<file path="config.mk">
export PLATFORM = sky130hd
export DESIGN_NAME = pipe_skid_reg
export DESIGN_NICKNAME = d
export VERILOG_FILES = /design/src/rtl/pipe_pkg.sv /design/src/rtl/pipe_skid_reg_sat_counter.sv /design/src/rtl/pipe_skid_reg.sv
export SDC_FILE = /design/constraint.sdc
export NUM_CORES = 1
export LEC_CHECK = 0
export ABC_AREA = 1
export CORE_UTILIZATION = 49
export CTS_CLUSTER_DIAMETER = 60
export DETAILED_ROUTE_END_ITERATION = 16
export MAX_ROUTING_LAYER = met4
export PLACE_DENSITY = 0.81
export SYNTH_ARGS = -nofsm -noshare
export SYNTH_HDL_FRONTEND = slang
export SYNTH_SLANG_ARGS = --single-unit
</file>
<file path="constraint.sdc">
create_clock -name clk -period 4 [get_ports clk]
set_input_delay 0.4 -clock clk [delete_from_list [all_inputs] [get_ports clk]]
set_output_delay 0.4 -clock clk [all_outputs]
set_load 0.1 [all_outputs]
</file>
<file path="src/rtl/pipe_pkg.sv">
// Shared definitions for the elastic inter-stage pipeline registers:
// skid-buffer state encoding and the per-stage ctrl/data bundle widths.
package pipe_pkg;

   typedef enum logic [1:0] {
      ST_EMPTY = 2'd0,
      ST_ONE   = 2'd1,
      ST_FULL  = 2'd2
   } skid_state_e;

   localparam int IF_ID_CTRL_W  = 4;
   localparam int IF_ID_DATA_W  = 64;
   localparam int ID_EX_CTRL_W  = 8;
   localparam int ID_EX_DATA_W  = 128;
   localparam int EX_MEM_CTRL_W = 6;
   localparam int EX_MEM_DATA_W = 112;
   localparam int MEM_WB_CTRL_W = 3;
   localparam int MEM_WB_DATA_W = 72;

   localparam int STALL_CNT_W   = 16;

endpackage

</file>
<file path="src/rtl/pipe_skid_reg_sat_counter.sv">
// Saturating up-counter: counts cycles with inc high, sticks at all-ones,
// cleared only by reset.
module sat_counter #(
   parameter int W = 16
) (
   input  logic         clk,
   input  logic         rst,
   input  logic         inc,
   output logic [W-1:0] count
);

   always_ff @(posedge clk) begin
      if (rst) begin
         count <= '0;
      end else if (inc && (count != '1)) begin
         count <= count + W'(1);
      end
   end

endmodule

</file>
<file path="src/rtl/pipe_skid_reg.sv">
// Elastic valid/ready pipeline register with optional two-entry skid buffer,
// synchronous flush and a saturating back-pressure cycle counter.
//
// state    | meaning
// ---------+-------------------------------------------------------------
// ST_EMPTY | nothing held; out_valid=0, ready for a beat
// ST_ONE   | main entry holds the head beat; still ready for a beat
// ST_FULL  | main holds head, skid holds next beat; in_ready low
module pipe_skid_reg
   import pipe_pkg::*;
#(
   parameter int CTRL_W              = ID_EX_CTRL_W,
   parameter int DATA_W              = ID_EX_DATA_W,
   parameter bit REGISTER_READY      = 1'b1,
   parameter bit CLEAR_DATA_ON_FLUSH = 1'b1,
   parameter int CNT_W               = STALL_CNT_W
) (
   input  logic              clk,
   input  logic              rst,
   input  logic              in_valid,
   output logic              in_ready,
   input  logic [CTRL_W-1:0] in_ctrl,
   input  logic [DATA_W-1:0] in_data,
   output logic              out_valid,
   input  logic              out_ready,
   output logic [CTRL_W-1:0] out_ctrl,
   output logic [DATA_W-1:0] out_data,
   input  logic              flush,
   output logic [CNT_W-1:0]  stall_cnt
);

   skid_state_e       state;
   skid_state_e       state_nx;
   logic [CTRL_W-1:0] main_ctrl;
   logic [DATA_W-1:0] main_data;
   logic [CTRL_W-1:0] skid_ctrl;
   logic [DATA_W-1:0] skid_data;
   logic              acc;
   logic              dlv;
   logic              load_main_in;
   logic              load_main_skid;

   assign out_valid = (state != ST_EMPTY);
   assign out_ctrl  = main_ctrl;
   assign out_data  = main_data;
   assign acc       = in_valid && in_ready;
   assign dlv       = out_valid && out_ready;

   always_ff @(posedge clk) begin
      if (rst) begin
         state <= ST_EMPTY;
      end else begin
         state <= state_nx;
      end
   end

   always_comb begin
      state_nx       = state;
      load_main_in   = 1'b0;
      load_main_skid = 1'b0;
      case (state)
         ST_EMPTY: begin
            if (acc) begin
               load_main_in = 1'b1;
               state_nx     = ST_ONE;
            end
         end
         ST_ONE: begin
            if (acc && dlv) begin
               load_main_in = 1'b1;
            end else if (acc) begin
               state_nx = REGISTER_READY ? ST_FULL : ST_ONE;
            end else if (dlv) begin
               state_nx = ST_EMPTY;
            end
         end
         ST_FULL: begin
            if (dlv) begin
               load_main_skid = 1'b1;
               state_nx       = ST_ONE;
            end
         end
         default: state_nx = ST_EMPTY;
      endcase
      // a beat accepted alongside flush is consumed but never stored
      if (flush) begin
         state_nx = ST_EMPTY;
      end
   end

   always_ff @(posedge clk) begin
      if (rst) begin
         main_ctrl <= '0;
         main_data <= '0;
      end else if (flush) begin
         main_ctrl <= '0;
         if (CLEAR_DATA_ON_FLUSH) begin
            main_data <= '0;
         end
      end else if (load_main_in) begin
         main_ctrl <= in_ctrl;
         main_data <= in_data;
      end else if (load_main_skid) begin
         main_ctrl <= skid_ctrl;
         main_data <= skid_data;
      end
   end

   generate
      if (REGISTER_READY) begin : g_skid
         logic load_skid;
         logic ready_q;

         assign load_skid = (state == ST_ONE) && acc && !dlv;

         always_ff @(posedge clk) begin
            if (rst) begin
               skid_ctrl <= '0;
               skid_data <= '0;
            end else if (flush) begin
               skid_ctrl <= '0;
               if (CLEAR_DATA_ON_FLUSH) begin
                  skid_data <= '0;
               end
            end else if (load_skid) begin
               skid_ctrl <= in_ctrl;
               skid_data <= in_data;
            end
         end

         // resets high so the first cycle after reset is already ready
         always_ff @(posedge clk) begin
            if (rst) begin
               ready_q <= 1'b1;
            end else begin
               ready_q <= (state_nx != ST_FULL);
            end
         end

         assign in_ready = ready_q && !rst;
      end else begin : g_noskid
         assign skid_ctrl = '0;
         assign skid_data = '0;
         assign in_ready  = (!out_valid || out_ready) && !rst;
      end
   endgenerate

   sat_counter #(
      .W(CNT_W)
   ) u_stall_cnt (
      .clk   (clk),
      .rst   (rst),
      .inc   (out_valid && !out_ready),
      .count (stall_cnt)
   );

endmodule

</file>
# Word-level counts from Yosys, hierarchy flattened
# Index checks and enable logic that the tools add are counted.
# W data, S select, Z words.
[totals] reg_bits=291 input_bits=141 out_inout_bits=154 word_cells=43
[classes] add_sub_neg=1 n_eq_ne=4 muxes=16 n_reduce_logical=15
[ops] operator="$mux W128" count=2
[ops] operator="$add A16 B1 Y16 const B" count=1
[ops] operator="$mux W8" count=2
[ops] operator="$ne A16 B16 Y1 const B" count=1
[ops] operator="$mux W2" count=6
[ops] operator="$logic_and A1 B1 Y1" count=8
[ops] operator="$pmux W2 S3" count=1
[ops] operator="$mux W1" count=4
[ops] operator="$reduce_bool A2 Y1" count=2
[ops] operator="$logic_not A1 Y1" count=3
[ops] operator="$eq A2 B1 Y1 const B" count=1
[ops] operator="$eq A2 B2 Y1 const B" count=1
[ops] operator="$logic_not A2 Y1" count=1
[ops] operator="$ne A2 B2 Y1 const B" count=1
[ops] operator="$pmux W1 S2" count=1
[ops] operator="$reduce_or A2 Y1" count=1

# Longest topological paths before layout
[depth] depth_word=8 depth_mapped=10 mapped_depth_nobuf=9

# Modules after synthesis
# A second synthesis with hierarchy kept.
[unflattened] hier_cells=1809 hier_area_um2=12574.6
[modules_own_cells] module="pipe_skid_reg" n_inst=1 cells_each=1660 area_per_inst_um2=11644.9 seq_area_each_um2=5505.3
[modules_own_cells] module="sat_counter" n_inst=1 cells_each=149 area_per_inst_um2=929.6 seq_area_each_um2=320.3

# Worst setup path after synthesis
# OpenSTA, ideal clock, no wires.
[synth_timing] path_type="input-to-output" start="input port rst" end="output port in_ready" arrival_ns=1.860 required_ns=3.600 slack_ns=1.740 path_stages=2 n_path_buf=1 cell_sequence="clkbuf_1 nor2_1"
[synth_between] elab_chain_len=2
[synth_rtl] element="from (decl)" line_no="pipe_skid_reg.sv:19" source="input logic rst,"
[synth_rtl] element="$logic_not A1 Y1" line_no="pipe_skid_reg.sv:140" source="assign in_ready = ready_q && !rst;"
[synth_rtl] element="$logic_and A1 B1 Y1" line_no="pipe_skid_reg.sv:140"
[synth_rtl] element="to (decl)" line_no="pipe_skid_reg.sv:21" source="output logic in_ready,"
# Every way passes these cells.

# Final worst setup path
[layout_timing] start="register state[0]" end="output port out_valid"
[layout_between] elab_chain_len=1
[layout_rtl] element="from (decl)" line_no="pipe_skid_reg.sv:32" source="skid_state_e state;"
[layout_rtl] element="from (signal assigned)" line_no="pipe_skid_reg.sv:53" source="state <= state_nx;"
[layout_rtl] element="$reduce_bool A2 Y1" line_no="pipe_skid_reg.sv:43" source="assign out_valid = (state != ST_EMPTY);"
[layout_rtl] element="to (decl)" line_no="pipe_skid_reg.sv:24" source="output logic out_valid,"
# Every way passes these cells.

==> PnR_summary.wiki <==
{| class="wikitable"
! Metric !! Value
|-
| Fraction of the cycle the final worst path needs || 70.6%
|-
| Die H || 156 um
|-
| Via count of the first global-routing pass || 10.6k
|-
| Weighted congestion at the end of routability-driven global placement || 0.843
|-
| Total routed wirelength || 34.6 mm
|-
| Slew headroom || 15.3%
|-
| Sequential element share of the synthesized area || 49.9%
|-
| Number of setup buffers added after CTS || 0
|-
| Most area-consuming cells after synthesis || dfxtp_1 (50%), o21ai_0 (17%), nor2_1 (9.7%)
|-
| Syn Nets || 1673
|-
| Total die area || 24400 um^2
|-
| Remaining DRCs || 0
|-
| Clock-pin slew of the registers on the worst-case setup and hold paths || 60 ps
|-
| Number of clock sinks || 291
|-
| Maximum operating frequency || 354 MHz
|-
| Count of endpoints failing setup in the final report || 0
|-
| HPWL after DPL || 19.6 mm
|-
| Via-per-instance ratio || 5.63
|-
| Synthesized instance count || 1531
|-
| Fraction of synthesized cell area in xor and xnor cells || 0.450%
|-
| Total Routing Usage GR || 27.8%
|-
| Number of synthesis warnings || 0
|-
| FF-to-FF path depth || 9
|-
| Yosys top cell area share || 49.9%
|-
| Sum of negative setup slack || 0 ps
|-
| Required time reported for the critical path endpoint || 3600 ps
|-
| Cell type contributing the most total cell area after synthesis || dfxtp_1
|-
| Post-layout nets || 1876
|-
| Number of flip-flops and latches in the synthesized netlist || 291
|-
| Type of origin of the critical path || flop
|-
| WP data arrival || 2420 ps
|-
| Leakage power figure || 0.00540 uW
|-
| Synth Area in Adders || 0.107%
|-
| Highest ir drop seen on vdd || 0.362 mV
|-
| Worst R2R Setup Slack || 1440 ps
|-
| H-tree depth || 1
|-
| CP Max Fanout || 5
|-
| Setup repair after global routing missed its margin || no
|-
| Compound-cell area share of the yosys netlist || 23.9%
|-
| Max capacitance violation total || 0
|-
| Number of nets with antenna violations after detailed routing || 0
|-
| Layout filler cell count || 1953
|-
| Place WS || 1190 ps
|-
| Vias after detailed routing || 11.7k
|-
| DRT iter0 DRCs || 978
|-
| First drt pass iteration count || 7
|-
| Worst Clk Skew || 21.0 ps
|-
| PostCTS Resize Cnt || 0
|-
| Type of element capturing the critical path || output port
|-
| Transition at the pin with the smallest max-transition slack || 1260 ps
|-
| Synth unique cells || 25
|-
| Count of pins over their slew limit || 0
|-
| Simple logic cell fraction of the synthesized area || 19.0%
|-
| Instance area after placement || 14500 um^2
|-
| Placeable core region || 23400 um^2
|-
| Critical path start-end classification || flop to output port
|-
| Worst hold path endpoint || out_data[78]
|-
| Average detailed-routed wire length per instance || 16.7 um
|-
| CTS tree || yes
|-
| Master of the slowest instance on the critical path || clkdlybuf4s50_1
|-
| Area of the mapped netlist || 11700 um^2
|-
| Cells along the critical path || inv_2 -> nand2_2 -> clkdlybuf4s50_1
|-
| RR Startpoint || state[0]
|-
| Chip width || 156 um
|-
| Critical hold path startpoint || in_data[78]
|-
| Wire length of the first global-routing pass || 54.0 mm
|-
| Syn avg cell area || 7.62 um^2
|-
| Final hold violations || 0
|-
| Starting utilization of the core area || 49.9%
|-
| Final hold slack || 457 ps
|-
| Clock network latency to the later pin of the worst-skew pair || 550 ps
|-
| IO Port Bufs || 294
|-
| Pin count of the biggest net entering global routing || 138
|-
| Cell depth of the worst min-delay path || 3
|-
| Final non-filler cell area || 15600 um^2
|-
| Antenna violations before repair || 3
|-
| Fraction of layout instances using a drive strength above 1 || 4.56%
|-
| Signed area change from the synthesized netlist to the final layout || 34.1%
|-
| Outcome || complete, no violations
|-
| Maximum number of buffers from clock root to sink || 3
|-
| Clk root buf || clkbuf_16
|-
| Crit path time final || 2820 ps
|-
| Number of placed I/O pins || 295
|-
| Mux share of post-synthesis cell area || 0%
|-
| Capturing point of the worst reg2reg path || out_data[27]
|-
| Final worst-path setup slack || 1180 ps
|-
| Biggest cell delay along the critical path || 1140 ps
|-
| Clock buffers created by TritonCTS || 30
|-
| Combinational family with the most area after synthesis || compound AO/OA/AOI/OAI gates
|-
| Worst hold-check path type || input pin to flop
|-
| CTS hold repair buffers || 0
|-
| Pwr Density || 443 nW/um^2
|-
| Num rows || 56
|-
| GR Overflow Total || 0
|}
==> sequential cells by signal, indices dropped and copies added (netlist names) <==
| name | flops |
|---|---|
| out_ctrl | 8 |
| skid_data | 128 |
| u_stall_cnt.count | 16 |
| skid_ctrl | 8 |
| g_skid.ready_q | 1 |
| out_data | 128 |
| state | 2 |
==> critical path: cells and delay by family (launching register included) <==
kind | cells | cell delay [ps]
buffers and inverters | 2 | 1240
DFF | 1 | 500
and+or+nand+nor | 1 | 130
==> stage by stage <==
step / total power, uW / utilization (%) / std cells
2_1_floorplan: 3620 / - / 1531
3_3_place_gp: 3940 / 62.2 / 2021
3_5_place_dp: 3950 / 62.2 / 2021
4_1_cts: 6970 / 66.8 / 2075
5_1_grt: 7160 / 66.9 / 2078
6_report: 6940 / 66.9 / 2078
==> cell usage after synthesis <==
master	instances
o21ai_0	390
nor2_1	301
dfxtp_1	291
nand3_1	156
a21oi_1	148
clkbuf_1	93
nand2_1	43
o21ai_1	19
buf_6	15
inv_1	15
buf_2	14
buf_4	14
nand4_1	6
inv_2	4
xor2_1	4
nand2_2	3
nand3_2	3
nor3_1	3
nand2_4	2
xnor2_1	2
a31oi_1	1
buf_1	1
ha_1	1
nor2_4	1
nor3_2	1
==> worst max-delay path by stage <==
stage	depth (start not counted)	start	endpoint
after floorplan	2	rst	in_ready
after global placement	6	rst	out_data[64]
after detailed placement	6	rst	out_data[24]
after CTS	3	state[0]	out_valid
after global routing	3	state[0]	out_valid
final	3	state[0]	out_valid
==> report_power, final <==
part	switching [uW]	internal (uW)	total, uW	leakage (uW)
Clock	1150	1890	3040	0.000537
Sequential	30.9	2950	2980	0.00235
Combinational	630	286	916	0.00251
==> logic make-up (layout without fill, tap and decap cells) <==
group	Yosys count	count (layout)
other cells	0	3
flops	291	291
buf+inv	156	381
compound gates	558	558
fa+ha+maj	1	1
simple gates	519	519
xor+xnor	6	6
==> cells in the final DEF, fill, tap and decap left out, types with 3 or more instances in the layout <==
cell type / instances
clkinv_2: 5
a21oi_1: 148
bufinv_16: 6
o21ai_1: 19
buf_4: 7
nand3_1: 156
nand2_4: 3
diode_2: 3
nand4_1: 6
nor3_1: 3
clkbuf_8: 5
inv_2: 3
dfxtp_1: 291
nor2_1: 300
clkdlybuf4s50_1: 293
nand2_1: 43
buf_12: 8
clkbuf_1: 4
clkbuf_16: 31
xor2_1: 4
o21ai_0: 390
inv_1: 15
==> metal layers <==
metal,vias up,GRT usage [%],wire [um]
met4,0,12.0,1330
met5,-,-,0
met2,526,44.1,16300
li1,5636,-,-
met1,5446,34.5,14300
met3,89,5.40,2730
==> layout make-up <==
class | count | area, um^2 | share of cell area [%]
Antenna cell | 3 | 7.51 | 0.0480
Clock buffer | 40 | 860 | 5.49
Multi-Input combinational cell | 1084 | 5100 | 32.6
Tap cell | 319 | 399 | 2.55
Timing Repair Buffer | 308 | 3150 | 20.1
Inverter | 19 | 73.8 | 0.472
Clock inverter | 14 | 233 | 1.49
Sequential cell | 291 | 5830 | 37.2
No activity file was read; power rests on OpenSTA's default activity.
